**config.mk**
```make
export PLATFORM = sky130hd
export DESIGN_NAME = mod_counter
export DESIGN_NICKNAME = d
export VERILOG_FILES = /design/src/rtl/mod_counter_pkg.sv /design/src/rtl/tick_prescaler.sv /design/src/rtl/mod_counter.sv
export SDC_FILE = /design/constraint.sdc
export NUM_CORES = 1
export LEC_CHECK = 0
export CAP_MARGIN = 25
export CELL_PAD_IN_SITES_DETAIL_PLACEMENT = 1
export CELL_PAD_IN_SITES_GLOBAL_PLACEMENT = 1
export CORE_UTILIZATION = 37
export DETAILED_ROUTE_END_ITERATION = 12
export PLACE_DENSITY = 0.87
export SYNTH_ARGS = -nofsm -noshare
export SYNTH_HDL_FRONTEND = slang
export SYNTH_HIERARCHICAL = 1
export SYNTH_SLANG_ARGS = --single-unit
```
**constraint.sdc**
```tcl
create_clock -name clock -period 2.8 [get_ports clock]
set_input_delay 0.56 -clock clock [delete_from_list [all_inputs] [get_ports clock]]
set_output_delay 0.56 -clock clock [all_outputs]
set_load 0.01 [all_outputs]
```
**src/rtl/mod_counter_pkg.sv**
```systemverilog
// Shared definitions for the modulus counter: direction encoding, width
// limits and a constant-evaluable log2 helper used to size the prescaler.
package mod_counter_pkg;

  localparam logic DIR_UP   = 1'b1;
  localparam logic DIR_DOWN = 1'b0;

  localparam int MAX_WIDTH = 32;

  // Smallest r such that 2**r >= value; returns 0 for value <= 1.
  function automatic int clog2(input int value);
    int result;
    result = 0;
    while ((1 << result) < value) begin
      result = result + 1;
    end
    return result;
  endfunction

endpackage

```
**src/rtl/tick_prescaler.sv**
```systemverilog
// Prescaler for mod_counter: emits step on every PRESCALE-th enabled cycle.
// sync_clr restarts the division so a fresh period begins on the next cycle.
module tick_prescaler
  import mod_counter_pkg::*;
#(
  parameter int PRESCALE = 1
) (
  input  logic clock,
  input  logic clr,
  input  logic en,
  input  logic sync_clr,
  output logic step
);

  // At least one bit even when PRESCALE=1 (the counter then never leaves 0).
  localparam int PW = (clog2(PRESCALE) < 1) ? 1 : clog2(PRESCALE);
  localparam logic [PW-1:0] LAST = PW'(PRESCALE - 1);

  logic [PW-1:0] pre_q;
  logic [PW-1:0] pre_d;

  assign step = en && (pre_q == LAST);

  // Next prescaler value: clear on load, wrap on step, advance when enabled.
  always_comb begin
    pre_d = pre_q;
    if (sync_clr) begin
      pre_d = '0;
    end else if (step) begin
      pre_d = '0;
    end else if (en) begin
      pre_d = pre_q + PW'(1);
    end
  end

  // Prescaler state register with asynchronous active-low clear.
  always_ff @(posedge clock or negedge clr) begin
    if (!clr) begin
      pre_q <= '0;
    end else begin
      pre_q <= pre_d;
    end
  end

endmodule

```
**src/rtl/mod_counter.sv**
```systemverilog
// WIDTH-bit up/down counter with runtime modulus (0..limit), synchronous load,
// prescaled enable and a registered terminal-count pulse.
// Optional build macro MOD_COUNTER_SATURATE_EN: boundary steps hold at the
// range end instead of wrapping (tc still pulses on every boundary step).
module mod_counter
  import mod_counter_pkg::*;
#(
  parameter int WIDTH    = 6,
  parameter int PRESCALE = 1
) (
  input  logic             clock,
  input  logic             clr,
  input  logic             en,
  input  logic             up,
  input  logic             load,
  input  logic [WIDTH-1:0] load_val,
  input  logic [WIDTH-1:0] limit,
  output logic [WIDTH-1:0] count,
  output logic             tc
);

  logic [WIDTH-1:0] count_q;
  logic [WIDTH-1:0] count_d;
  logic             tc_q;
  logic             tc_d;
  logic             step;

  // A load restarts the prescale period so the next step is a full period away.
  tick_prescaler #(
    .PRESCALE (PRESCALE)
  ) u_prescaler (
    .clock    (clock),
    .clr      (clr),
    .en       (en),
    .sync_clr (load),
    .step     (step)
  );

  // Next count/tc: load beats step beats hold; limit is only consulted on a step.
  always_comb begin
    count_d = count_q;
    tc_d    = 1'b0;
    if (load) begin
      count_d = load_val;
    end else if (step) begin
      if (up == DIR_UP) begin
        // Values above limit (e.g. after an unclipped load) also wrap here.
        if (count_q >= limit) begin
          tc_d = 1'b1;
`ifdef MOD_COUNTER_SATURATE_EN
          count_d = limit;
`else
          count_d = '0;
`endif
        end else begin
          count_d = count_q + WIDTH'(1);
        end
      end else begin
        if (count_q == '0) begin
          tc_d = 1'b1;
`ifdef MOD_COUNTER_SATURATE_EN
          count_d = '0;
`else
          count_d = limit;
`endif
        end else begin
          count_d = count_q - WIDTH'(1);
        end
      end
    end
  end

  // Count and terminal-count registers with asynchronous active-low clear.
  always_ff @(posedge clock or negedge clr) begin
    if (!clr) begin
      count_q <= '0;
      tc_q    <= 1'b0;
    end else begin
      count_q <= count_d;
      tc_q    <= tc_d;
    end
  end

  assign count = count_q;
  assign tc    = tc_q;

endmodule

```
=== Yosys cells after proc, flatten, opt, wreduce, memory -nomap -nowiden ===
Cells that the tools add are included.
W data, S select, Z words.

* Output and inout port bits: 7
* Flip-flop bits (word level): 8
* Input port bits: 17
* Logic and storage cells: 25

* Add/sub/neg operators: 3
* Muxes and demuxes: 13
* $lt $le $gt $ge: 1
* Reduce and logical (&&, ||, !) cells: 4
* Bitwise gates (word level): 1

{| class="wikitable"
|+ Operators with widths
! kind !! count
|-
| $mux W6 || 5
|-
| $mux W1 || 8
|-
| $add A6 B1 Y6 const B || 1
|-
| $ge A6 B6 Y1 || 1
|-
| $logic_not A6 Y1 || 1
|-
| $sub A6 B1 Y6 const B || 1
|-
| $reduce_bool A3 Y1 || 1
|-
| $reduce_bool A2 Y1 || 1
|-
| $add A1 B1 Y1 const B || 1
|-
| $logic_and A1 B1 Y1 || 1
|-
| $not A1 Y1 || 1
|}

=== Depth between registers and ports, before layout ===
Gate-level depths: netlist of run 1.

* Depth after elaboration: 5
* Depth in mapped cells: 6
* Depth with buffers taken out: 6

=== Cells and area by module ===
Netlist of run 1, hierarchy kept.

{| class="wikitable"
|+ By module, submodules not included
! module !! seq. area each (um2) !! cells each !! times used !! area each (um2)
|-
| mod_counter || 175.2 || 95 || 1 || 807.0
|-
| tick_prescaler || 25.0 || 3 || 1 || 46.3
|}

=== Least setup slack after synthesis of run 1 ===
No wires, ideal clock.

* Path type: register to register
* From: register count_q[0] (netlist: count[0])
* To: register count_q[1] (netlist: count[1])
* Library setup time: 0.090 ns
* Arrival time: 1.899 ns
* Slack: 0.811 ns
* Cell stages (with the launch flop): 7
* Path through: dfrtp_1 > inv_1 > ha_1 > or3b_4 > a2111oi_4 > o21ai_2 > o221ai_1

* Word-level cells in the longest chain between the ends: 5
* Elaborated cells on any way between the ends: 9
* Classes of those cells: add/sub: 2; order compare: 1; mux: 5; reduce/logical: 1

{| class="wikitable"
|+ RTL lines
! item !! line !! RTL
|-
| from (decl) || mod_counter.sv:22 || <nowiki>logic [WIDTH-1:0] count_q;</nowiki>
|-
| from (signal assigned) || mod_counter.sv:79 || <nowiki>count_q <= count_d;</nowiki>
|-
| $sub A6 B1 Y6 (tied with other cells) || mod_counter.sv:67 || <nowiki>count_d = count_q - WIDTH'(1);</nowiki>
|-
| $mux W6 (on tied branches) || mod_counter.sv:59, mod_counter.sv:48 ||
|-
| $mux W6 * || mod_counter.sv:46 || <nowiki>if (up == DIR_UP) begin</nowiki>
|-
| $mux W6 * || mod_counter.sv:45 || <nowiki>end else if (step) begin</nowiki>
|-
| $mux W6 * || mod_counter.sv:43 || <nowiki>if (load) begin</nowiki>
|}

Mark *: on every way between the ends. The rest lies on a longest branch, timed or not. The select of a mux whose other input is x is not followed.
A chain may end at the register's enable or synchronous reset.

=== Worst setup path after layout of run 1 ===
* From: input limit[0]
* To: register count_q[5] (netlist: count[5])

* Word-level cells in the longest chain between the ends: 5

{| class="wikitable"
|+ RTL lines
! item !! line !! RTL
|-
| from (decl) || mod_counter.sv:17 || <nowiki>input logic [WIDTH-1:0] limit,</nowiki>
|-
| $ge A6 B6 Y1 || mod_counter.sv:48 || <nowiki>if (count_q >= limit) begin</nowiki>
|-
| $mux W6 || mod_counter.sv:48 ||
|-
| $mux W6 || mod_counter.sv:46 ||
|-
| $mux W6 || mod_counter.sv:45 ||
|-
| $mux W6 || mod_counter.sv:43 ||
|}

No other way between the ends. The select of a mux whose other input is x is not followed.

==> metrics.cfg, run 1 <==
[placement]
io_buffers=23
hpwl_um=2030
gp_congestion=0.8534
place_area_sq_um=1107
dpl.cell_count=145
post-place-ws_ps=183.9

[global_routing]
met1_usage=0.2649
grt_pass1_vias=945
grt_max_degree=10
grt-busiest-layer=met2
grt_use_total=0.2254
met2_usage=0.4067
grt_pass1_wl_um=4195
grt-ovfl-total=0
antenna_found_initial=0
use_met3=0.01543

[yosys]
synth_top_area_frac=0.2346
synth_mux_area_frac=0.03666
synth_nets=124
synth_simple_gate_area_frac=0.1979
seq_area_frac_synth=0.2346
synth_common_cells=10 x inv_1, 9 x ha_1, 8 x dfrtp_1, 7 x a21oi_1
async_flop_share=1.000
synth_compound_area_frac=0.2815
synth_top_family_by_area=compound AO/OA/AOI/OAI gates
ys.flop_type=dfrtp_1
yosysTopAreaCell=dfrtp_1
syn_inst=98
synth-adder-area-share=0.1320
yosysWarnings=6
yosys-top-cells-area=dfrtp_1 23%, ha_1 13%, inv_1 4.4%, a21oi_1 4.1%, xnor2_1 4.1%
synth-xor-area-share=0.05132
netlist_area_sq_um=853.3
ys_types=44
syn_area_per_cell_sq_um=8.707
yosysMostFrequentCell=inv_1
synth_enable_flop_cells=0
ys_ff_latch=8

[setup_path]
critPathMaxFanout=5
arrival_ps=2510
cp_slowest_cell=clkdlybuf4s50_1
critPathBufInv=1
path_delay_family=compound AO/OA/AOI/OAI gates
critPathLaunchType=input pin
crit_path_end_kind=flip-flop
critPathMaxStageDelay_ps=450
crit_chain=clkdlybuf4s50_1, ha_1, or3b_4, a2111oi_4, o21ai_2, o211ai_1
path_class=in -> reg
required_ps=2970
rrSetupSlack_ps=540

[power_and_ir_drop]
vdd_drop_max_mv=0.2120
power_density_nw_per_um2=423.0
total_power_uw=477.9
leakagePower_uw=0.0004874

[timing]
fin_crit_ps=2337
fin_ws_ps=463.4
fmax_mhz=428.0
fin_setup_tns_ps=0
rsz0062_at_grt=false
setup_violations=0
fin_crit_sh=0.8345
hold_violations=0
slew_headroom=0.6989
drv_slew=0
worstMarginPinSlew_ps=451.6
skew_ps=5.694

[route]
ant_nets=0
via_per_inst=5.743
dr_total_vias=850
first_pass_iters=4
first_iter_violations=9
drcViolationCount=0
wl_per_cell_um=17.06
wirelength_um=2525

[floorplanning]
row_count=17
die_h_um=50.03
initial_core_util=0.3895
die_w_um=50.03
io_pins=24
coreArea_sq_um=2191
dieArea_sq_um=2503

[clocking]
postCtsResizedCells=0
clock_sinks=8
htreeDepth=1
clkTransAtPathRegs_ps=60
insertion_delay_ps=260
cts_hold_buffers=0
cts_buffers=3
cts_setup_buffers=0
ctsLongestPathBuffers=2
cts_tree=done
cts_root_buf=clkbuf_4

[layout]
nets=148
areaGrowthSynthToFinish_pct=32.40
fillers=281
final_cells=148
n_antenna_cell=0
fin_area_sq_um=1130
drive_above_1_share=0.1167

[min_path]
hp-class=reg -> reg

[run_status]
status=complete, no violations

[run]
drv_cap=0

==> worst register-to-register path, stage by stage, from the launching register on <==
cell	delay, ps
dfrtp_1	480
inv_1	190
ha_1	320
or3b_4	390
a2111oi_4	450
o21ai_2	140
o211ai_1	200
==> stage by stage <==
stage	hold WS [ps]	util
after global routing	576.7	0.5157
after floorplan	264.4	-
final	554.5	0.5157
after detailed placement	532.6	0.5054
after global placement	500.1	0.5054
after CTS	547.6	0.5157
==> report_power, final <==
part / switching, uW / internal [uW]
sequential: 31.0 / 128
clock: 42.7 / 49.3
combinational: 113 / 113
total: 187 / 291
==> path summary, 6_finish.rpt <==
path	from	to	cells after the start
hold / removal	u_prescaler/pre_q	u_prescaler/pre_q	1
setup / recovery	limit[0]	count[5]	6
hold reg to reg	u_prescaler/pre_q	u_prescaler/pre_q	1
min in group asynchronous	clr	count[3]	1
max in group asynchronous	clr	count[2]	1
setup reg to reg	count[0]	count[5]	6
==> metal layers <==
| metal | part of all wire | vias up |
|---|---|---|
| met1 | 0.44 | 415 |
| met3 | 0.030 | 9 |
| met2 | 0.51 | 23 |
| li1 | - | 403 |
| met5 | 0 | - |
| met4 | 0.022 | 0 |
==> state kept, by name, summed over array words and instances, names as in the netlist <==
| register | count |
|---|---|
| count | 6 |
| tc | 1 |
| u_prescaler/pre_q | 1 |
==> kinds of logic after synthesis <==
family / Yosys count
compound gates: 30
fa+ha+maj: 9
xor+xnor: 5
simple gates: 28
flops: 8
buf+inv: 15
mux: 3
==> final cells by class <==
class	instances	area (sq um)	share of cell area
clock buffer	3	22.52	0.01993
inverter	10	37.54	0.03322
multi-input combinational	75	596.8	0.5282
sequential	8	200.2	0.1772
tap	28	35.03	0.03101
timing repair buffer	24	237.7	0.2104
==> placed cells by master (no fill, tap or decap), types with 2 or more instances in the layout <==
cell	count
inv_1	10
a21oi_1	7
clkdlybuf4s50_1	23
nand2_1	2
a31oi_1	2
clkbuf_4	3
o211ai_1	2
nand2b_1	4
o2111ai_1	2
nor2_1	5
xnor2_1	4
nor3b_1	2
ha_1	9
nor3_1	2
mux2i_1	2
nand3_1	3
o221ai_1	2
dfrtp_1	8
No activity file was read; power rests on OpenSTA's default activity.
==> inputs of run 2 (changes only) <==
- CORE_UTILIZATION: 37 -> 34
- PLACE_DENSITY: 0.87 -> 0.82
- clock period: 2.8 -> 2.2 ns (I/O delays scaled with it)
==> metrics.cfg, run 2 (synthesis gave the netlist of run 1 again) <==
[setup_path]
path_class=in -> reg
arrival_ps=2280
required_ps=2380
startpoint=limit[3]
critPathLaunchType=input pin
r2r_cells=6
r2r-start=count[0]
critPathMaxFanout=5
rrSetupSlack_ps=210
r2r-end=count[1]
crit_path_end_kind=flip-flop

[timing]
fin_setup_tns_ps=0
drv_slew=0
skew_ps=10.60
worstMarginPinSlew_ps=412.0
slew_headroom=0.7254
hold_violations=0
fin_crit_ps=2105
fin_ws_ps=95.46
rsz0062_at_grt=true
setup_violations=0
fin_crit_sh=0.9566
fmax_mhz=475.2

[route]
first_iter_violations=24
wirelength_um=2769
ant_nets=0
via_per_inst=5.614
drcViolationCount=0
dr_total_vias=887
wl_per_cell_um=17.53
first_pass_iters=4

[power_and_ir_drop]
vdd_drop_max_mv=0.3383
internal_power_uw=394.2
switching_share=0.3888
comb_power_share=0.519
leakagePower_uw=0.0005481
clockPowerShare=0.191
p_sw_uw=250.7
seq_power_share=0.290
power_density_nw_per_um2=528.7

[placement]
hpwl_um=2228
io_buffers=23
gp_congestion=0.8239
post-place-ws_ps=-251.5

[layout]
final_cell_mix=21 x clkdlybuf4s50_1, 11 x buf_4, 10 x inv_1
fin_util=0.5310
n_antenna_cell=0
largest_register_ff_count=6
nets=158
drive_above_1_share=0.2077
final_common_cell=clkdlybuf4s50_1
areaGrowthSynthToFinish_pct=42.96

[global_routing]
grt_max_degree=10
grt_use_total=0.2392
antenna_found_initial=0
grt-ovfl-total=0
grt_pass1_wl_um=4560
grt_pass1_vias=934

[min_path]
hp-class=in -> async

[floorplanning]
initial_core_util=0.3715
io_pins=24
die_h_um=52.10
dieArea_sq_um=2714
coreArea_sq_um=2297
die_w_um=52.10
row_count=17

[clocking]
htreeDepth=1
ctsLongestPathBuffers=2
cts_root_buf=clkbuf_4
cts_setup_buffers=0
cts_buffers=3
cts_hold_buffers=0
insertion_delay_ps=270
clkTransAtPathRegs_ps=60
cts_tree=done
clock_sinks=8

[run]
drv_cap=0

[run_status]
status=complete, no violations

[run 2: cell count changes in the layout (fill, tap and decap cells not counted), sizes merged]
cell           previous run  this run
buf                       1        11
clkdlybuf4s50            23        21
dlygate4sd2               0         1
dlymetal6s2s              0         1
[run 2: power by group through the flow]
stage	Clock (uW)	Combinational, uW	Sequential (uW)
2_1_floorplan	0	179	189
6_report	123	335	187
3_5_place_dp	0	329	188
3_3_place_gp	0	315	187
5_1_grt	132	368	190
4_1_cts	126	330	186
[run 2: worst max path at each step]
stage                    end  slack [ps]
floorplan           count[1]         210
global placement    count[2]        -210
detailed placement  count[1]        -250
CTS                 count[1]          20
global route        count[1]         -20
finish              count[1]         100
[run 2: timing repair]
action                     4_1_cts  5_1_grt
pin swaps                        5        4
gates resized for setup          2        3
setup endpoints to repair        1        6
hold endpoints to repair         0        0
[run 2: per-stage QoR]
step	total power (uW)	area (sq um)	instances	hold slack (ps)
final	644.9	1220	158	452.8
after global routing	689.9	1220	158	489.6
after CTS	641.5	1206	158	470.1
after detailed placement	516.8	1182	155	502.9
after global placement	502.0	1182	155	500.4
after floorplan	368.7	853.3	98	144.4
[run 2: worst max-delay path, cell delays in order]
cell             delay [ps]
clkdlybuf4s50_1         480
inv_1                    50
ha_1                    290
a21o_2                  220
a2111oi_4               450
o21ai_2                 160
o221ai_2                190
[run 2: area by class of cell]
cell class	instances	area, sq um
fill	280	1077
multi-input combinational	75	610.6
inverter	10	37.54
tap	28	35.03
sequential	8	200.2
clock buffer	3	22.52
timing repair buffer	34	314.1
[run 2: routing by layer]
metal  global-route usage  routed length (um)
met5                    0                   0
met4              0.09459                  24
met3              0.02339                  88
met2               0.3932                1431
met1               0.3168                1225
